<file path="src/rtl/marmot_sram_reader_pkg.sv">
// Shared definitions for the Wishbone read port onto the cache SRAM macros.
// Region codes follow wbs_adr_i[15:14].
package marmot_sram_reader_pkg;

  localparam logic [1:0] REG_D32 = 2'd0;
  localparam logic [1:0] REG_TAG = 2'd1;
  localparam logic [1:0] REG_D64 = 2'd2;
  localparam logic [1:0] REG_ID  = 2'd3;

  typedef enum logic [1:0] {
    ST_IDLE,
    ST_ISSUE,
    ST_WAIT,
    ST_ACK
  } state_t;

  localparam int D32_BANKS = 4;
  localparam int TAG_BANKS = 2;
  localparam int D64_BANKS = 4;

  localparam int D32_IDX_W = 9;
  localparam int TAG_IDX_W = 8;
  localparam int D64_IDX_W = 9;

endpackage

</file>
<file path="src/rtl/marmot_sram_rd_mux.sv">
// Read-data select across all port-1 SRAM outputs by region, bank and 64-bit half.
// Purely combinational; its output is captured by the top module.
module marmot_sram_rd_mux
  import marmot_sram_reader_pkg::*;
(
  input  logic [1:0]  region,
  input  logic [1:0]  bank,
  input  logic        half,
  input  logic [31:0] d32_rdata0,
  input  logic [31:0] d32_rdata1,
  input  logic [31:0] d32_rdata2,
  input  logic [31:0] d32_rdata3,
  input  logic [31:0] tag_rdata0,
  input  logic [31:0] tag_rdata1,
  input  logic [63:0] d64_rdata0,
  input  logic [63:0] d64_rdata1,
  input  logic [63:0] d64_rdata2,
  input  logic [63:0] d64_rdata3,
  output logic [31:0] rdata
);

  logic [63:0] d64_word;
  logic [31:0] d32_word;

  always_comb begin
    d64_word = '0;
    d32_word = '0;
    rdata    = '0;
    case (bank)
      2'd0: begin d64_word = d64_rdata0; d32_word = d32_rdata0; end
      2'd1: begin d64_word = d64_rdata1; d32_word = d32_rdata1; end
      2'd2: begin d64_word = d64_rdata2; d32_word = d32_rdata2; end
      default: begin d64_word = d64_rdata3; d32_word = d32_rdata3; end
    endcase
    case (region)
      REG_D32: rdata = d32_word;
      REG_TAG: rdata = bank[0] ? tag_rdata1 : tag_rdata0;
      REG_D64: rdata = half ? d64_word[63:32] : d64_word[31:0];
      default: rdata = '0;
    endcase
  end

endmodule

</file>
<file path="src/rtl/marmot_sram_reader.sv">
// Wishbone read-only window onto port 1 of every cache SRAM; writes are acked and dropped.
// SRAM reads ack in cycle 2+RD_LAT, everything else in cycle 1; dropping cyc mid-read suppresses the ack.
module marmot_sram_reader
  import marmot_sram_reader_pkg::*;
#(
  parameter logic [31:0] BASE_ADDR = 32'h3000_0000,
  parameter int          RD_LAT    = 1,
  parameter logic [31:0] ID_WORD   = 32'h4D52_4D54
) (
  input  logic                 wb_clk_i,
  input  logic                 wb_rst_i,
  input  logic                 wbs_cyc_i,
  input  logic                 wbs_stb_i,
  input  logic                 wbs_we_i,
  input  logic [3:0]           wbs_sel_i,
  input  logic [31:0]          wbs_adr_i,
  input  logic [31:0]          wbs_dat_i,
  output logic                 wbs_ack_o,
  output logic [31:0]          wbs_dat_o,
  output logic [D32_BANKS-1:0] d32_csb1,
  output logic [D32_IDX_W-1:0] d32_addr1,
  output logic [TAG_BANKS-1:0] tag_csb1,
  output logic [TAG_IDX_W-1:0] tag_addr1,
  output logic [D64_BANKS-1:0] d64_csb1,
  output logic [D64_IDX_W-1:0] d64_addr1,
  input  logic [31:0]          d32_rdata0,
  input  logic [31:0]          d32_rdata1,
  input  logic [31:0]          d32_rdata2,
  input  logic [31:0]          d32_rdata3,
  input  logic [31:0]          tag_rdata0,
  input  logic [31:0]          tag_rdata1,
  input  logic [63:0]          d64_rdata0,
  input  logic [63:0]          d64_rdata1,
  input  logic [63:0]          d64_rdata2,
  input  logic [63:0]          d64_rdata3
);

  localparam logic [1:0] LAT_LAST = 2'(RD_LAT - 1);

  state_t      state;
  logic [1:0]  lat_cnt;
  logic        abort_q;
  logic [1:0]  region_q;
  logic [1:0]  bank_q;
  logic        half_q;
  logic [31:0] mux_rdata;

  logic        hit;
  logic [1:0]  region;
  logic [1:0]  bank_dec;
  logic        mapped;
  logic        unused_ok;

  assign unused_ok = ^{wbs_sel_i, wbs_dat_i, wbs_adr_i[1:0]};

  assign hit    = wbs_cyc_i & wbs_stb_i & (wbs_adr_i[31:16] == BASE_ADDR[31:16]);
  assign region = wbs_adr_i[15:14];

  always_comb begin
    bank_dec = '0;
    mapped   = 1'b0;
    case (region)
      REG_D32: begin bank_dec = wbs_adr_i[12:11];         mapped = ~wbs_adr_i[13]; end
      REG_TAG: begin bank_dec = {1'b0, wbs_adr_i[10]};    mapped = (wbs_adr_i[13:11] == 3'd0); end
      REG_D64: begin bank_dec = wbs_adr_i[13:12];         mapped = 1'b1; end
      default: begin bank_dec = '0;                       mapped = 1'b0; end
    endcase
  end

  marmot_sram_rd_mux u_mux (
    .region     (region_q),
    .bank       (bank_q),
    .half       (half_q),
    .d32_rdata0 (d32_rdata0),
    .d32_rdata1 (d32_rdata1),
    .d32_rdata2 (d32_rdata2),
    .d32_rdata3 (d32_rdata3),
    .tag_rdata0 (tag_rdata0),
    .tag_rdata1 (tag_rdata1),
    .d64_rdata0 (d64_rdata0),
    .d64_rdata1 (d64_rdata1),
    .d64_rdata2 (d64_rdata2),
    .d64_rdata3 (d64_rdata3),
    .rdata      (mux_rdata)
  );

  always_ff @(posedge wb_clk_i or posedge wb_rst_i) begin
    if (wb_rst_i) begin
      state     <= ST_IDLE;
      lat_cnt   <= '0;
      abort_q   <= 1'b0;
      region_q  <= '0;
      bank_q    <= '0;
      half_q    <= 1'b0;
      wbs_ack_o <= 1'b0;
      wbs_dat_o <= '0;
      d32_csb1  <= '1;
      tag_csb1  <= '1;
      d64_csb1  <= '1;
      d32_addr1 <= '0;
      tag_addr1 <= '0;
      d64_addr1 <= '0;
    end else begin
      case (state)
        ST_IDLE: begin
          lat_cnt <= '0;
          abort_q <= 1'b0;
          if (hit) begin
            region_q <= region;
            bank_q   <= bank_dec;
            half_q   <= wbs_adr_i[2];
            if (!wbs_we_i && region != REG_ID && mapped) begin
              state <= ST_ISSUE;
              case (region)
                REG_D32: begin
                  d32_csb1  <= ~(4'b0001 << bank_dec);
                  d32_addr1 <= wbs_adr_i[10:2];
                end
                REG_TAG: begin
                  tag_csb1  <= ~(2'b01 << bank_dec[0]);
                  tag_addr1 <= wbs_adr_i[9:2];
                end
                default: begin
                  d64_csb1  <= ~(4'b0001 << bank_dec);
                  d64_addr1 <= wbs_adr_i[11:3];
                end
              endcase
            end else begin
              // Writes, ID reads and unmapped reads complete without touching the SRAMs.
              state     <= ST_ACK;
              wbs_ack_o <= 1'b1;
              wbs_dat_o <= (!wbs_we_i && region == REG_ID) ? ID_WORD : 32'h0;
            end
          end
        end
        ST_ISSUE: begin
          d32_csb1 <= '1;
          tag_csb1 <= '1;
          d64_csb1 <= '1;
          if (!wbs_cyc_i) abort_q <= 1'b1;
          state <= ST_WAIT;
        end
        ST_WAIT: begin
          if (lat_cnt == LAT_LAST) begin
            // The SRAM access always runs to completion; only the response is dropped.
            if (abort_q || !wbs_cyc_i) begin
              state <= ST_IDLE;
            end else begin
              wbs_dat_o <= mux_rdata;
              wbs_ack_o <= 1'b1;
              state     <= ST_ACK;
            end
          end else begin
            lat_cnt <= lat_cnt + 2'd1;
            if (!wbs_cyc_i) abort_q <= 1'b1;
          end
        end
        ST_ACK: begin
          wbs_ack_o <= 1'b0;
          state     <= ST_IDLE;
        end
        default: state <= ST_IDLE;
      endcase
    end
  end

endmodule
</file>
<file path="config.mk">
export PLATFORM = sky130hd
export DESIGN_NAME = marmot_sram_reader
export DESIGN_NICKNAME = d
export VERILOG_FILES = /design/src/rtl/marmot_sram_reader_pkg.sv /design/src/rtl/marmot_sram_rd_mux.sv /design/src/rtl/marmot_sram_reader.sv
export SDC_FILE = /design/constraint.sdc
export NUM_CORES = 1
export LEC_CHECK = 0
export BUFFER_PORTS_ARGS = -buffer_cell sky130_fd_sc_hd__buf_4
export CAP_MARGIN = 20
export CORE_AREA = 5 5 230 232
export CTS_CLUSTER_DIAMETER = 60
export DETAILED_ROUTE_END_ITERATION = 10
export DIE_AREA = 0 0 235 237
export GPL_ROUTABILITY_DRIVEN = 0
export PLACE_DENSITY_LB_ADDON = 0.05
export REMOVE_ABC_BUFFERS = 1
export SLEW_MARGIN = 30
export SYNTH_ARGS = -nofsm -noshare
export SYNTH_HDL_FRONTEND = slang
export SYNTH_SLANG_ARGS = --single-unit
</file>
<file path="constraint.sdc">
create_clock -name wb_clk_i -period 2.56 [get_ports wb_clk_i]
set_input_delay 0.128 -clock wb_clk_i [delete_from_list [all_inputs] [get_ports wb_clk_i]]
set_output_delay 0.128 -clock wb_clk_i [all_outputs]
set_load 0.05 [all_outputs]
</file>
==> After elaboration in Yosys (flattened, before gate mapping) <==
Index checks and enable logic that the tools add are counted.
{ "totals": {"reg_bits": 79, "word_cells": 113} }
{ "classes": {"add_sub_neg": 1, "shifts": 2, "n_mux": 40, "bitwise": 6, "reduce_logical": 29, "eq_ne": 21} }
{ "ops": {"columns": ["cell", "n"], "rows": [
  ["two-way mux 32 bit", 6],
  ["one-hot mux 32 bit (3 select lines)", 2],
  ["one-hot mux 64 bit (3 select lines)", 1],
  ["one-hot mux 32 bit (2 select lines)", 1],
  ["two-way mux 31 bit", 1],
  ["two-way mux 4 bit", 6],
  ["AND reduction 4 bit", 6],
  ["== test 16 x 14 -> 1 bit (second input constant)", 1],
  ["two-way mux 2 bit", 8],
  ["!= test 2 bit (second input constant)", 8],
  ["one-hot mux 4 bit (2 select lines)", 2],
  ["== test 2 bit (second input constant)", 6],
  ["zero test 2 bit", 5],
  ["AND reduction 5 bit", 2],
  ["one-hot mux 1 bit (3 select lines)", 3],
  ["== test 2 x 1 -> 1 bit (second input constant)", 4],
  ["one-hot mux 2 bit (2 select lines)", 2],
  ["one-hot mux 2 bit (4 select lines)", 1],
  ["AND reduction 2 bit", 4],
  ["two-way mux 1 bit", 6],
  ["one-hot mux 2 bit (3 select lines)", 1],
  ["nonzero test 3 bit", 2],
  ["!= test 2 x 1 -> 1 bit (second input constant)", 2],
  ["inverter 4 bit", 1],
  ["other kinds (12)", 18]
]} }

==> Longest topological paths before layout <==
Gate-level depths: netlist (run 1).
{ "logic_depth": {"depth_word": 8, "ltp_mapped": 9, "depth_no_buf": 7} }

==> Modules after synthesis <==
From an unflattened synthesis (run 1), not the netlist that was laid out.
{ "unflattened": {"cells_unflattened": 614, "area_unflattened_um2": 7041.8} }
{ "by_module_without_submodules": {"columns": ["mod", "instances", "cells_per_inst", "seq_area_each_um2", "area_each_um2"], "rows": [
  ["marmot_sram_reader", 1, 307, 1989.4, 3602.2],
  ["marmot_sram_rd_mux", 1, 307, 0.0, 3439.5]
]} }

==> Worst setup path before layout (run 1) <==
Ideal clock, no wire load.
{ "synth_path": {"path_kind": "reg2reg", "startpoint": "reg state[0]", "endpoint": "reg d32_csb1[0]", "setup_ns": 0.077, "slack_ns": 0.521, "n_path_buf": 1, "stages_incl_launch_ff": 9, "required_time_ns": 2.483, "t_arrival_ns": 1.961, "path_cell_list": "dfrtp_1 > inv_1 > ha_1 > buf_2 > nand2b_1 > or4_1 > nor3_1 > a211oi_1 > a31oi_1"} }
{ "synth_between": {"elab_chain_cells": 3, "word_cells_on_any_way": 8, "cone_classes": "eq/ne: 4; mux: 1; reduce/logical: 3"} }
{ "synth_lines": {"columns": ["element", "line_no", "text"], "rows": [
  ["start, declared", "marmot_sram_reader.sv:40", "state_t state;"],
  ["start signal, assigned", "marmot_sram_reader.sv:89", "state <= ST_IDLE;"],
  ["start signal, assigned", "marmot_sram_reader.sv:113", "state <= ST_ISSUE;"],
  ["start signal, assigned", "marmot_sram_reader.sv:130", "state <= ST_ACK;"],
  ["zero test 2 bit / == test 2 x 1 -> 1 bit (equally long branches)", "marmot_sram_reader.sv:104", "case (state)"],
  ["!= test 2 x 1 -> 1 bit (no source line) (tied with other cells)", null, null],
  ["AND reduction 4 bit (no source line)", null, null],
  ["end signal, assigned", "marmot_sram_reader.sv:116", "d32_csb1 <= ~(4'b0001 << bank_dec);"],
  ["end, declared", "marmot_sram_reader.sv:20", "output logic [D32_BANKS-1:0] d32_csb1,"]
]} }
Several ways; a longest one is shown, not always the timed one.
A chain may end at the register's enable or synchronous reset.

==> Worst setup path after layout (run 1) <==
{ "layout_path": {"startpoint": "reg bank_q[0]", "endpoint": "reg wbs_dat_o[23]"} }
{ "layout_between": {"elab_chain_cells": 7, "word_cells_on_any_way": 11, "cone_classes": "eq/ne: 2; mux: 8; reduce/logical: 1"} }
{ "layout_lines": {"columns": ["element", "line_no", "text"], "rows": [
  ["start, declared", "marmot_sram_reader.sv:44", "logic [1:0] bank_q;"],
  ["start signal, assigned", "marmot_sram_reader.sv:110", "bank_q <= bank_dec;"],
  ["== test 2 bit (tied with other cells)", "marmot_sram_rd_mux.sv:29", "case (bank)"],
  ["one-hot mux 64 bit (3 select lines)", "marmot_sram_rd_mux.sv:29", null],
  ["two-way mux 32 bit", "marmot_sram_rd_mux.sv:38", "REG_D64: rdata = half ? d64_word[63:32] : d64_word[31:0];"],
  ["one-hot mux 32 bit (3 select lines) *", "marmot_sram_rd_mux.sv:35", "case (region)"],
  ["two-way mux 32 bit *", "marmot_sram_reader.sv:146", "if (abort_q || !wbs_cyc_i) begin"],
  ["two-way mux 32 bit *", "marmot_sram_reader.sv:144", "if (lat_cnt == LAT_LAST) begin"],
  ["one-hot mux 32 bit (2 select lines) *", "marmot_sram_reader.sv:104", null],
  ["end signal, assigned", "marmot_sram_reader.sv:132", "wbs_dat_o <= (!wbs_we_i && region == REG_ID) ? ID_WORD : 32'h0;"],
  ["end signal, assigned", "marmot_sram_reader.sv:149", "wbs_dat_o <= mux_rdata;"],
  ["end, declared", "marmot_sram_reader.sv:19", "output logic [31:0] wbs_dat_o,"]
]} }
Mark *: on every way between the ends. The rest lies on a longest branch, timed or not. The select of a mux whose other input is x is not followed.

==> metrics.yaml, run 1 <==
io_buffers: 551
cts_tree: "done"
synth.area.top_cells: "dfrtp_1, mux4_2, mux2i_1, mux2_2, a211oi_1"
slew_viol_final: 0
clockRootBuffer: "clkbuf_16"
place_area_um2: 12510
fill_cells: 5506
rsz0062_at_grt: "no"
viasPerCell: 4.368
fin_crit_sh_pct: 81.94
max_freq_ghz: 0.4767
drc: 0
synth_cell_types: 47
grt_first_pass_wirelength_um: 68790
tightestPinTransition_ns: 0.6588
skew_ns: 0.007590
wl_um: 48920
slew_headroom_pct: 56.08
netlist_area_um2: 7288
synth-edff-count: 0
post-place-cells: 1962
overflow: 0
start_kind: "flop"
place_hpwl_um: 39590
fin_ws_ns: 0.4624
peakVddDrop_v: 0.0003319
synth_async_sr_flop_share_pct: 100.0
syn2layout_area_growth_pct: 76.07
crit_start: "bank_q[0]"
synthFlopType: "dfrtp_1"
die_w_um: 235
timing.rr.end: "wbs_dat_o[23]"
seq_area_frac_synth_pct: 27.30
multi_input_area_um2: 4937
max_cap_violations: 0
vias: 8670
clk_path_buf_depth: 2
htree_levels: 3
worst-r2r-setup-slack_ns: 0.46
final_cells: 1985
die_h_um: 237
final.min_clock_period_ns: 2.098
ant_nets: 0
endpoint_kind: "flop"
coreArea_um2: 50780
synth_most_common_cell: "mux2i_1"
regArea_um2: 2006
p_per_area_nw_per_um2: 490.3
hp-class: "in2reg"
pre_cts_slack_ns: 0.3825
cp-endpoint: "wbs_dat_o[23]"
cp_data_arrival_time_ns: 2.33
hold_viol: 0
yosys_warnings: 0
clock_latency_ns: 0.35
cts_setup_buffers: 0
post_cts_resize_count: 0
synth-seq-cells: 79
initial_core_util_pct: 14.35
finalSetupTns_ns: 0
yosys.area.top_type_share_pct: 23.69
ff2ff_path_depth: 7
drt-initial-drc-count: 332
clk_pin_slew_ns: 0.08
track_usage_pct: 16.67
grt_pass1_vias: 9196
syn-instance-count: 762
grt_max_degree: 65
power_mw: 6.292
drive_above_1_share_pct: 56.38
setup_viol: 0
synth_common_cells: "mux2i_1, dfrtp_1, a21oi_1"
die_area_um2: 55700
fin_nets: 1822
worstReg2RegStart: "bank_q[0]"
utilization_pct: 25.27
fin_area_um2: 12830
critPathKind: "reg2reg"
whs_ns: 0.02046
std_cell_rows: 83
postSynthAreaPerCell_um2: 9.565
io-pin-count: 590
numCtsBuffers: 9
required_ns: 2.79
p_leak_nw: 5.632
path_max_fanout: 17
drt-wirelength-per-cell_um: 24.65
cts_num_sinks: 79
drt_pass1_iterations: 4
synth_area_leader_cell: "dfrtp_1"
outcome: "finished clean"
antenna_found_initial: 11
==> worst min-delay path by stage <==
stage	startpoint	to	slack (ns)	cells after the start
after floorplan	wbs_adr_i[2]	half_q	0.28	1
after global placement	wb_rst_i	wbs_dat_o[7]	0.20	2
after detailed placement	wb_rst_i	wbs_dat_o[7]	0.20	2
after CTS	wbs_adr_i[8]	d64_addr1[5]	0.002	2
after global routing	wbs_adr_i[8]	d32_addr1[6]	0.006	2
final	wbs_adr_i[8]	d64_addr1[5]	0.02	2
==> flip-flops by register name, summed over array words and instances, names as in the netlist <==
name       count
region_q       2
bank_q         2
wbs_dat_o     32
wbs_ack_o      1
abort_q        1
state          2
d32_csb1       4
d32_addr1      9
half_q         1
lat_cnt        2
tag_csb1       2
d64_addr1      9
d64_csb1       4
tag_addr1      8
==> critical path, cell delays in order, from the launching register on <==
cell       delay, ns
dfrtp_4         0.53
buf_12          0.22
buf_4           0.23
mux2_2          0.35
mux2i_1         0.18
o221ai_1        0.15
a21oi_1         0.20
o2bb2ai_1       0.09
==> cell usage in the layout (no fill, tap or decap), types with 9 or more instances in the layout <==
master / n
buf_4: 592
mux2i_1: 70
dfrtp_1: 64
a21oi_1: 62
a211oi_1: 58
mux2_2: 53
mux4_2: 36
nor2_1: 36
nor2b_1: 30
a32oi_1: 29
o211ai_1: 23
nand3_1: 22
o21ai_0: 20
nand2_1: 18
o221ai_1: 18
o2bb2ai_1: 18
nand3b_1: 15
nand2b_1: 13
a311oi_1: 11
inv_1: 11
buf_12: 11
dfstp_2: 10
clkbuf_16: 9
==> repair_timing <==
item | in CTS | in global routing
hold buffers | 2 | 0
setup endpoints to repair | 0 | 0
hold endpoints to repair | 30 | 0
==> per-layer routing <==
| metal | vias up | wire length [µm] | GRT usage (%) |
|---|---|---|---|
| met5 | - | 84 | 0 |
| met4 | 12 | 605 | 2.778 |
| met3 | 33 | 3404 | 4.729 |
| met2 | 301 | 25480 | 30.37 |
| met1 | 4237 | 19350 | 19.84 |
| li1 | 4087 | - | - |
==> power breakdown <==
part           internal, mW  switching (mW)
combinational          1.29            2.00
sequential             1.52           0.146
clock                 0.689           0.653
total                  3.49            2.80
==> cell type report <==
class,instances,area share [%]
Clock buffer,9,1.755
Multi-Input combinational cell,588,38.48
Sequential cell,79,15.63
Timing Repair Buffer,605,36.51
Antenna cell,5,0.09750
Clock inverter,7,0.5363
Tap cell,680,6.630
Inverter,12,0.3705
==> logic make-up after synthesis <==
kind of cell,Yosys count,share of synthesized area [%]
AOI/OAI and AO/OA,256,24.84
and+or+nand+nor,167,12.60
muxes,159,28.93
buffers and inverters,95,5.305
DFF,79,27.30
adders and majority gates,6,1.030
Power figures use the tool's default switching activity.
==> run 2, diff against run 1 <==
--- a/config.mk
+++ b/config.mk
@@ -7,10 +7,10 @@
 export LEC_CHECK = 0
 export BUFFER_PORTS_ARGS = -buffer_cell sky130_fd_sc_hd__buf_4
 export CAP_MARGIN = 20
-export CORE_AREA = 5 5 230 232
+export CORE_AREA = 5 5 225 227
 export CTS_CLUSTER_DIAMETER = 60
 export DETAILED_ROUTE_END_ITERATION = 10
-export DIE_AREA = 0 0 235 237
+export DIE_AREA = 0 0 230 232
 export GPL_ROUTABILITY_DRIVEN = 0
 export PLACE_DENSITY_LB_ADDON = 0.05
 export REMOVE_ABC_BUFFERS = 1
==> constraint.sdc (replaced) <==
create_clock -name wb_clk_i -period 1.9 [get_ports wb_clk_i]
set_input_delay 0.095 -clock wb_clk_i [delete_from_list [all_inputs] [get_ports wb_clk_i]]
set_output_delay 0.095 -clock wb_clk_i [all_outputs]
set_load 0.05 [all_outputs]
==> metrics.yaml, run 2 (synthesis results as in run 1) <==
drc: 0
largestRegisters: "wbs_dat_o: 32 flops, d32_addr1: 9 flops, d64_addr1: 9 flops"
std_cell_rows: 81
path_max_fanout: 9
die_h_um: 232
ant_nets: 0
largest_register_ffs: 32
hp-class: "in2reg"
coreArea_um2: 48440
clk_pin_slew_ns: 0.07
syn2layout_area_growth_pct: 98.42
top_register: "wbs_dat_o"
hold_start: "wbs_adr_i[10]"
max_cap_violations: 0
whs_ns: 0.01859
peakVddDrop_v: 0.0004161
tightestPinTransition_ns: 0.4697
hold_viol: 0
drive_above_1_share_pct: 64.19
skew_ns: 0.01049
p_leak_nw: 6.381
required_ns: 2.14
clock_latency_ns: 0.35
wl_um: 48590
htree_levels: 3
drt_pass1_iterations: 4
worstReg2RegStart: "bank_q[0]"
outcome: "finished, violations left"
track_usage_pct: 17.08
cts_num_sinks: 79
fin_crit_sh_pct: 106.4
layout_common_cells: "buf_4, mux2i_1, dfrtp_1"
io-pin-count: 590
layout_commonest_cell: "buf_4"
initial_core_util_pct: 15.04
grt_max_degree: 59
vias: 9129
numCtsBuffers: 9
hold_depth: 2
power_mw: 9.226
setup_viol: 18
finalSetupTns_ns: -1.078
cts_tree: "done"
drt-wirelength-per-cell_um: 24.03
pre_cts_slack_ns: -0.2443
slew_viol_final: 0
overflow: 0
grt_first_pass_wirelength_um: 68020
die_area_um2: 53360
fin_ws_ns: -0.1224
viasPerCell: 4.515
p_per_area_nw_per_um2: 637.9
rsz0062_at_grt: "yes"
grt_pass1_vias: 9804
violations: "negative setup slack"
endpoint_kind: "flop"
ff2ff_path_depth: 9
critPathKind: "reg2reg"
hold_end: "d64_addr1[7]"
place_hpwl_um: 39240
io_buffers: 551
cp_data_arrival_time_ns: 2.26
worst-r2r-setup-slack_ns: -0.12
timing.rr.end: "wbs_dat_o[1]"
fin_nets: 1921
final.min_clock_period_ns: 2.022
max_freq_ghz: 0.4945
clk_path_buf_depth: 2
clockRootBuffer: "clkbuf_16"
slew_headroom_pct: 68.40
die_w_um: 230
drt-initial-drc-count: 305
start_kind: "flop"
antenna_found_initial: 8
==> run 2: per-stage QoR <==
stage,util (%),cell area (µm²),std cells
floorplan,-,6947,679
global placement,26.89,13030,1953
detailed placement,26.89,13030,1953
CTS,28.22,13670,1986
global route,29.85,14460,2021
finish,29.85,14460,2022
==> run 2: worst max path at each step <==
stage	start	to	slack [ns]	cells past startpoint
floorplan	bank_q[0]	wbs_dat_o[13]	-4.25	5
global placement	bank_q[0]	wbs_dat_o[24]	-0.20	7
detailed placement	bank_q[0]	wbs_dat_o[24]	-0.24	7
CTS	bank_q[0]	wbs_dat_o[14]	-0.11	7
global route	bank_q[0]	wbs_dat_o[2]	-0.20	8
finish	bank_q[0]	wbs_dat_o[1]	-0.12	9
==> run 2: layer usage <==
metal	share of wire [%]	global-route usage (%)	wire length [µm]
met5	0.12	0	56
met4	0.81	1.868	394
met3	7.1	4.903	3462
met2	53	32.48	25830
met1	39	19.59	18850
==> run 2: final cells by class <==
type | count | area, µm²
Sequential cell | 79 | 2006
Tap cell | 622 | 778.2
Clock inverter | 7 | 108.9
Timing Repair Buffer | 704 | 5887
Clock buffer | 9 | 225.2
Multi-Input combinational cell | 588 | 5406
Inverter | 12 | 47.55
Fill cell | 5239 | 33980
Antenna cell | 1 | 2.502
==> run 2: what timing repair did <==
action	CTS	global route
setup endpoints to repair	41	68
hold endpoints to repair	46	0
gates resized for setup	22	93
cloned	1	3
hold buffers	9	0
buffers inserted	7	32
pin swaps	4	39
==> run 2: report_power, final <==
part | leakage, nW | internal, mW | switching (mW)
Sequential | 1.02 | 2.04 | 0.229
Combinational | 5.19 | 2.17 | 2.76
Clock | 0.164 | 1.18 | 0.843
==> run 2: worst max-delay path, cell delays in order, from the launching register on <==
cell,delay [ns]
dfrtp_4,0.52
buf_12,0.14
clkbuf_16,0.15
buf_12,0.14
buf_4,0.13
mux4_2,0.44
nor2_2,0.12
a211oi_2,0.06
a21oi_2,0.14
o2bb2ai_2,0.06
